**src/rtl/uart_rx_pkg.sv**
```systemverilog
// Shared definitions for the MIDI UART: frame geometry and receiver state encoding.
package uart_rx_pkg;

    localparam int unsigned OVERSAMPLE = 8;
    localparam int unsigned DATA_W     = 8;
    localparam int unsigned CNT_W      = $clog2(OVERSAMPLE);
    localparam int unsigned BIT_W      = $clog2(DATA_W);

    typedef enum logic [2:0] {
        ST_IDLE  = 3'd0,
        ST_START = 3'd1,
        ST_DATA  = 3'd2,
        ST_STOP  = 3'd3,
        ST_BREAK = 3'd4
    } state_e;

endpackage

```
**src/rtl/sync_ff.sv**
```systemverilog
// Multi-flop synchroniser for an asynchronous single-bit input.
module sync_ff #(
    parameter int unsigned STAGES    = 2,
    parameter logic        RESET_VAL = 1'b1
) (
    input  logic clk,
    input  logic rst,
    input  logic d_i,
    output logic q_o
);

    logic [STAGES-1:0] sync_q;

    // Shift the pin through the chain every clock; reset to the line's idle level.
    always_ff @(posedge clk) begin
        if (!rst) begin
            sync_q <= {STAGES{RESET_VAL}};
        end else begin
            sync_q <= {sync_q[STAGES-2:0], d_i};
        end
    end

    assign q_o = sync_q[STAGES-1];

endmodule

```
**src/rtl/uart_rx.sv**
```systemverilog
// 8N1 LSB-first serial receiver driven by an 8x oversample tick.
module uart_rx
    import uart_rx_pkg::*;
#(
    parameter int unsigned SYNC_STAGES = 2,
    parameter int unsigned SAMPLE_PT   = 3
) (
    input  logic              clk,
    input  logic              rst,
    input  logic              clk_en,
    input  logic              rx,
    output logic [DATA_W-1:0] data,
    output logic              rx_strobe,
    output logic              frame_err,
    output logic              busy
);

    localparam logic [CNT_W-1:0] SAMPLE_CNT = SAMPLE_PT[CNT_W-1:0];
    localparam logic [CNT_W-1:0] LAST_CNT   = '1;
    localparam logic [BIT_W-1:0] LAST_BIT   = '1;

    logic              rx_s;
    state_e            state_q, state_d;
    logic [CNT_W-1:0]  cnt_q, cnt_d, cnt_inc;
    logic [BIT_W-1:0]  bit_cnt_q, bit_cnt_d;
    logic [DATA_W-1:0] sr_q, sr_d;
    logic [DATA_W-1:0] data_q, data_d;
    logic              strobe_q, strobe_d;
    logic              ferr_q, ferr_d;

    sync_ff #(
        .STAGES    (SYNC_STAGES),
        .RESET_VAL (1'b1)
    ) u_sync (
        .clk (clk),
        .rst (rst),
        .d_i (rx),
        .q_o (rx_s)
    );

    // The sample/end decisions look at the value cnt takes on this tick, so
    // cnt tracks (ticks since the start-detect tick) mod 8.
    assign cnt_inc = cnt_q + CNT_W'(1);

    // Next-state, counter and datapath decisions; everything holds without a tick.
    always_comb begin
        state_d   = state_q;
        cnt_d     = cnt_q;
        bit_cnt_d = bit_cnt_q;
        sr_d      = sr_q;
        data_d    = data_q;
        strobe_d  = 1'b0;
        ferr_d    = 1'b0;
        if (clk_en) begin
            cnt_d = cnt_inc;
            case (state_q)
                ST_IDLE: begin
                    cnt_d = '0;
                    if (!rx_s) begin
                        state_d   = ST_START;
                        bit_cnt_d = '0;
                    end
                end
                ST_START: begin
                    if (cnt_inc == SAMPLE_CNT && rx_s) begin
                        state_d = ST_IDLE;
                    end else if (cnt_inc == LAST_CNT) begin
                        state_d = ST_DATA;
                    end
                end
                ST_DATA: begin
                    if (cnt_inc == SAMPLE_CNT) begin
                        sr_d = {rx_s, sr_q[DATA_W-1:1]};
                    end
                    if (cnt_inc == LAST_CNT) begin
                        if (bit_cnt_q == LAST_BIT) begin
                            state_d = ST_STOP;
                        end else begin
                            bit_cnt_d = bit_cnt_q + BIT_W'(1);
                        end
                    end
                end
                ST_STOP: begin
                    if (cnt_inc == SAMPLE_CNT) begin
                        if (rx_s) begin
                            data_d   = sr_q;
                            strobe_d = 1'b1;
                            state_d  = ST_IDLE;
                        end else begin
                            ferr_d  = 1'b1;
                            state_d = ST_BREAK;
                        end
                    end
                end
                ST_BREAK: begin
                    if (rx_s) begin
                        state_d = ST_IDLE;
                    end
                end
                default: begin
                    state_d = ST_IDLE;
                end
            endcase
        end
    end

    // State and datapath registers with synchronous active-low reset.
    always_ff @(posedge clk) begin
        if (!rst) begin
            state_q   <= ST_IDLE;
            cnt_q     <= '0;
            bit_cnt_q <= '0;
            sr_q      <= '0;
            data_q    <= '0;
            strobe_q  <= 1'b0;
            ferr_q    <= 1'b0;
        end else begin
            state_q   <= state_d;
            cnt_q     <= cnt_d;
            bit_cnt_q <= bit_cnt_d;
            sr_q      <= sr_d;
            data_q    <= data_d;
            strobe_q  <= strobe_d;
            ferr_q    <= ferr_d;
        end
    end

    assign data      = data_q;
    assign rx_strobe = strobe_q;
    assign frame_err = ferr_q;
    assign busy      = (state_q != ST_IDLE);

endmodule

```
**config.mk**
```make
export PLATFORM = sky130hd
export DESIGN_NAME = uart_rx
export DESIGN_NICKNAME = d
export VERILOG_FILES = /design/src/rtl/uart_rx_pkg.sv /design/src/rtl/sync_ff.sv /design/src/rtl/uart_rx.sv
export SDC_FILE = /design/constraint.sdc
export NUM_CORES = 1
export LEC_CHECK = 0
export ABC_CLOCK_PERIOD_IN_PS = 3700
export BUFFER_PORTS_ARGS = -buffer_cell sky130_fd_sc_hd__buf_2
export CAP_MARGIN = 10
export CORE_AREA = 2 2 63 65
export DETAILED_ROUTE_END_ITERATION = 10
export DIE_AREA = 0 0 65 67
export PLACE_DENSITY = 0.51
export SYNTH_ARGS = -nofsm -noshare
export SYNTH_HDL_FRONTEND = slang
export SYNTH_SLANG_ARGS = --single-unit
```
**constraint.sdc**
```tcl
create_clock -name clk -period 3.7 [get_ports clk]
set_input_delay 0.37 -clock clk [delete_from_list [all_inputs] [get_ports clk]]
set_output_delay 0.37 -clock clk [all_outputs]
set_load 0.005 [all_outputs]
```
==> Implementation_results.wiki <==
{| class="wikitable"
! Metric !! Value
|-
| Fraction of layout instances using a drive strength above 1 || 16.2%
|-
| Finished Core Util || 40.7%
|-
| RSZ-0062 raised after global routing || false
|-
| Highest-count cells in the layout ignoring fill and taps || sky130_fd_sc_hd__dfxtp_1, sky130_fd_sc_hd__nor2_1, sky130_fd_sc_hd__mux2i_1, sky130_fd_sc_hd__buf_2, sky130_fd_sc_hd__nand2_1
|-
| Leakage power figure || between 0.7 and 0.8 nW
|-
| Destination of the worst hold path || u_sync.sync_q[0]
|-
| Die boundary width || 65 um
|-
| Remaining DRCs || 0
|-
| Initial DRC count || 28
|-
| Rows || 22
|-
| Total number of nets in the final design || 155
|-
| CTS tree || yes
|-
| Worst EP required || approximately 3.8 ns
|-
| Count of yosys warnings during synthesis || 0
|-
| Total wire length after detailed routing || about 2.3 mm
|-
| Cell at the root of the clock tree || sky130_fd_sc_hd__clkbuf_8
|-
| Wire length of the first global-routing pass || between 3 and 4 mm
|-
| Clock slew at the register clock pins of the worst setup and hold paths || about 0.070 ns
|-
| Clock tree buffer depth || 2
|-
| Status || complete, no violations
|-
| Share of the clock period used by the worst path || a little over half
|-
| First-pass iteration count of the detailed router || 4
|-
| Reg2Reg Depth || 5
|-
| Sequential element share of the synthesized area || between 40% and 50%
|-
| Path category of the worst min-delay check || in -> reg
|-
| Critical register-to-register path startpoint || cnt_q[0]
|-
| Final sum of negative setup slack || 0 ns
|-
| Largest net degree at the start of global routing || 24
|-
| Effective utilization at floorplan || between 30% and 40%
|-
| Overall global routing resource usage || around an eighth
|-
| Number of storage elements in the synthesis netlist || 29
|-
| Sink Count || 29
|-
| Worst r2r dst || data[4]
|-
| ANT cells || 0
|-
| CP Data Arrival Time || 2.16 ns
|-
| Element type at the critical path start || register
|-
| Summed area of non-filler cells in the final layout || 1470 um2
|-
| Average cell area after synthesis || 9.45 um2
|-
| Via count normalized by instance count || slightly below 5
|-
| Number of buffers created by CTS || 5
|-
| Maximum fanout along the worst path || 9
|-
| Hold Startpoint || rx
|-
| Fin crit period || around 2.0 ns
|-
| Area enclosed by the die boundary || about 4400 um2
|-
| Post-Place Worst Slack || roughly 1.7 ns
|-
| Number of maximum-capacitance violations || 0
|-
| Number of buffers inserted by port buffering || 14
|-
| Insertion delay to the later sink of the worst-skew pair || 0.28 ns
|-
| Relative slew slack || between 50 and 60%
|-
| Worst hold path depth || 2
|-
| Total number of vias || 946
|-
| Initial antenna violation count || 0
|-
| Number of different library cells in the post-synthesis netlist || 31
|-
| Core area || about 3600 um2
|-
| Final worst clock skew || roughly 0.008 ns
|-
| CP Capture Type || register
|-
| Setup slack on the worst flop-to-flop path || 1.68 ns
|-
| Ports || 15
|-
| Quantity of hold-fixing buffers added after cts || 0
|-
| Final setup violation count || 0
|-
| Count of nets left with antenna violations after detail routing || 0
|-
| Area of placed instances || roughly 1400 um2
|-
| Post-synthesis cell area || roughly 1300 um2
|-
| Total power per unit cell area || around 470 nW/um2
|-
| Total half-perimeter wirelength after legalization and detailed placement || between 1.5 and 2 mm
|-
| Number of standard cells after synthesis || 133
|-
| Average wire per standard cell || roughly 12 um
|-
| Number of max-slew violations in the final report || 0
|-
| Peak VDD IR || ~0.32 mV
|-
| Hold Fails Final Rpt || 0
|-
| Number of levels the H-tree was split into || 2
|-
| Worst path setup slack after routing || 1.68 ns
|-
| Vias in the first global route || slightly above 900
|-
| Worst Max-Slew Pin Slew || just under 0.7 ns
|-
| Layout overhead on the synthesized area || 16.8%
|-
| Post-CTS sizing || 0
|-
| Number of nets in the synthesized netlist || 141
|-
| Height of the chip || 67 um
|-
| Most frequent standard cell in the layout excluding fill and tap cells || sky130_fd_sc_hd__dfxtp_1
|-
| Post-CTS Setup Repair Bufs || 0
|-
| Startpoint-to-endpoint class of the critical path || reg -> reg
|-
| Gp weighted congestion || roughly 0.75
|-
| Highest clock rate || about 500 MHz
|-
| Leftover overflow at the end of global routing || 0
|}
[routing by layer]
metal  global-route usage (%)  vias up  share of wire, %
met3                     5.57        2               5.1
met4                     6.12        0              0.26
met1                     13.5      443                51
li1                         -      488                 -
met5                        0        -                 0
met2                     19.3       13                44
[report_power, final]
group	switching (mW)	internal (mW)
sequential	0.00578	0.316
clock	0.117	0.219
combinational	0.0209	0.0130
total	0.143	0.548
[metrics by stage]
step / hold WS [ns] / instances / total power [mW]
final: 0.275 / 196 / 0.691
after global routing: 0.270 / 196 / 0.720
after CTS: 0.268 / 196 / 0.701
after detailed placement: 0.396 / 188 / 0.362
after global placement: 0.404 / 188 / 0.362
after floorplan: 0.386 / 133 / 0.356
[registers in the layout (all words and copies together), names as in the netlist]
name / count
rx_strobe: 1
data: 8
state_q: 3
frame_err: 1
bit_cnt_q: 3
cnt_q: 3
u_sync.sync_q: 2
sr_q: 8
[how the worst max path moves through the flow]
stage          cells after the start    endpoint     start  slack (ns)
3_5_place_dp                       5     data[4]  cnt_q[0]        1.68
5_1_grt                            5     data[3]  cnt_q[0]        1.46
3_3_place_gp                       5     data[6]  cnt_q[0]        1.74
6_report                           5     data[4]  cnt_q[0]        1.68
2_1_floorplan                      6  state_q[0]  cnt_q[0]        2.05
4_1_cts                            5     data[4]  cnt_q[0]        1.65
[cells by family (layout without fill, tap and decap cells)]
family / count (synthesis) / after routing / synth area share [%]
AOI/OAI and AO/OA: 14 / 14 / 8.17
DFF: 29 / 29 / 46.2
xor gates and xnor gates: 2 / 2 / 1.39
muxes: 21 / 21 / 16.7
and+or+nand+nor: 52 / 52 / 19.5
adders and majority gates: 4 / 4 / 3.98
buffers and inverters: 11 / 26 / 3.98
[final cells by class]
type	instances	area, um2
inverters	4	15.0
well taps	48	60.1
flip-flops and latches	29	581
multi-input cells	93	626
clock inverters	1	30.0
repair buffers	14	70.1
clock buffers	7	86.3
fillers	370	2140
[Yosys cell counts]
cell type | number | area [um2]
sky130_fd_sc_hd__nand2b_1 | 3 | 18.8
sky130_fd_sc_hd__or4b_1 | 1 | 10.0
sky130_fd_sc_hd__a31o_1 | 1 | 8.76
sky130_fd_sc_hd__mux2i_1 | 21 | 210
sky130_fd_sc_hd__dfxtp_1 | 29 | 581
sky130_fd_sc_hd__ha_1 | 4 | 50.1
sky130_fd_sc_hd__o21a_1 | 1 | 7.51
sky130_fd_sc_hd__xor2_1 | 1 | 8.76
sky130_fd_sc_hd__nand4_1 | 1 | 6.26
sky130_fd_sc_hd__clkbuf_1 | 5 | 18.8
sky130_fd_sc_hd__a221oi_2 | 1 | 15.0
sky130_fd_sc_hd__xnor2_1 | 1 | 8.76
sky130_fd_sc_hd__nand3b_1 | 1 | 7.51
sky130_fd_sc_hd__inv_1 | 4 | 15.0
sky130_fd_sc_hd__a211oi_1 | 1 | 7.51
sky130_fd_sc_hd__nor3_1 | 2 | 10.0
sky130_fd_sc_hd__a311oi_1 | 1 | 8.76
sky130_fd_sc_hd__buf_6 | 1 | 11.3
sky130_fd_sc_hd__nand2_1 | 7 | 26.3
sky130_fd_sc_hd__and2_4 | 1 | 8.76
sky130_fd_sc_hd__or4_1 | 2 | 15.0
sky130_fd_sc_hd__nor2_1 | 28 | 105
sky130_fd_sc_hd__o311ai_1 | 1 | 8.76
sky130_fd_sc_hd__nand4_2 | 1 | 12.5
sky130_fd_sc_hd__o211a_1 | 1 | 10.0
sky130_fd_sc_hd__nand3_1 | 5 | 25.0
sky130_fd_sc_hd__o21ai_1 | 1 | 5.00
sky130_fd_sc_hd__o21ai_0 | 3 | 15.0
sky130_fd_sc_hd__a21oi_1 | 2 | 10.0
sky130_fd_sc_hd__o22ai_1 | 1 | 6.26
sky130_fd_sc_hd__buf_2 | 1 | 5.00
[critical path, cell delays in order (launching register included)]
cell and delay [ns]:
sky130_fd_sc_hd__dfxtp_1 0.34, sky130_fd_sc_hd__ha_1 0.26, sky130_fd_sc_hd__xnor2_1 0.33, sky130_fd_sc_hd__nand4_1 0.56, sky130_fd_sc_hd__mux2i_1 0.33, sky130_fd_sc_hd__nor2_1 0.06
Power figures use the tool's default switching activity.
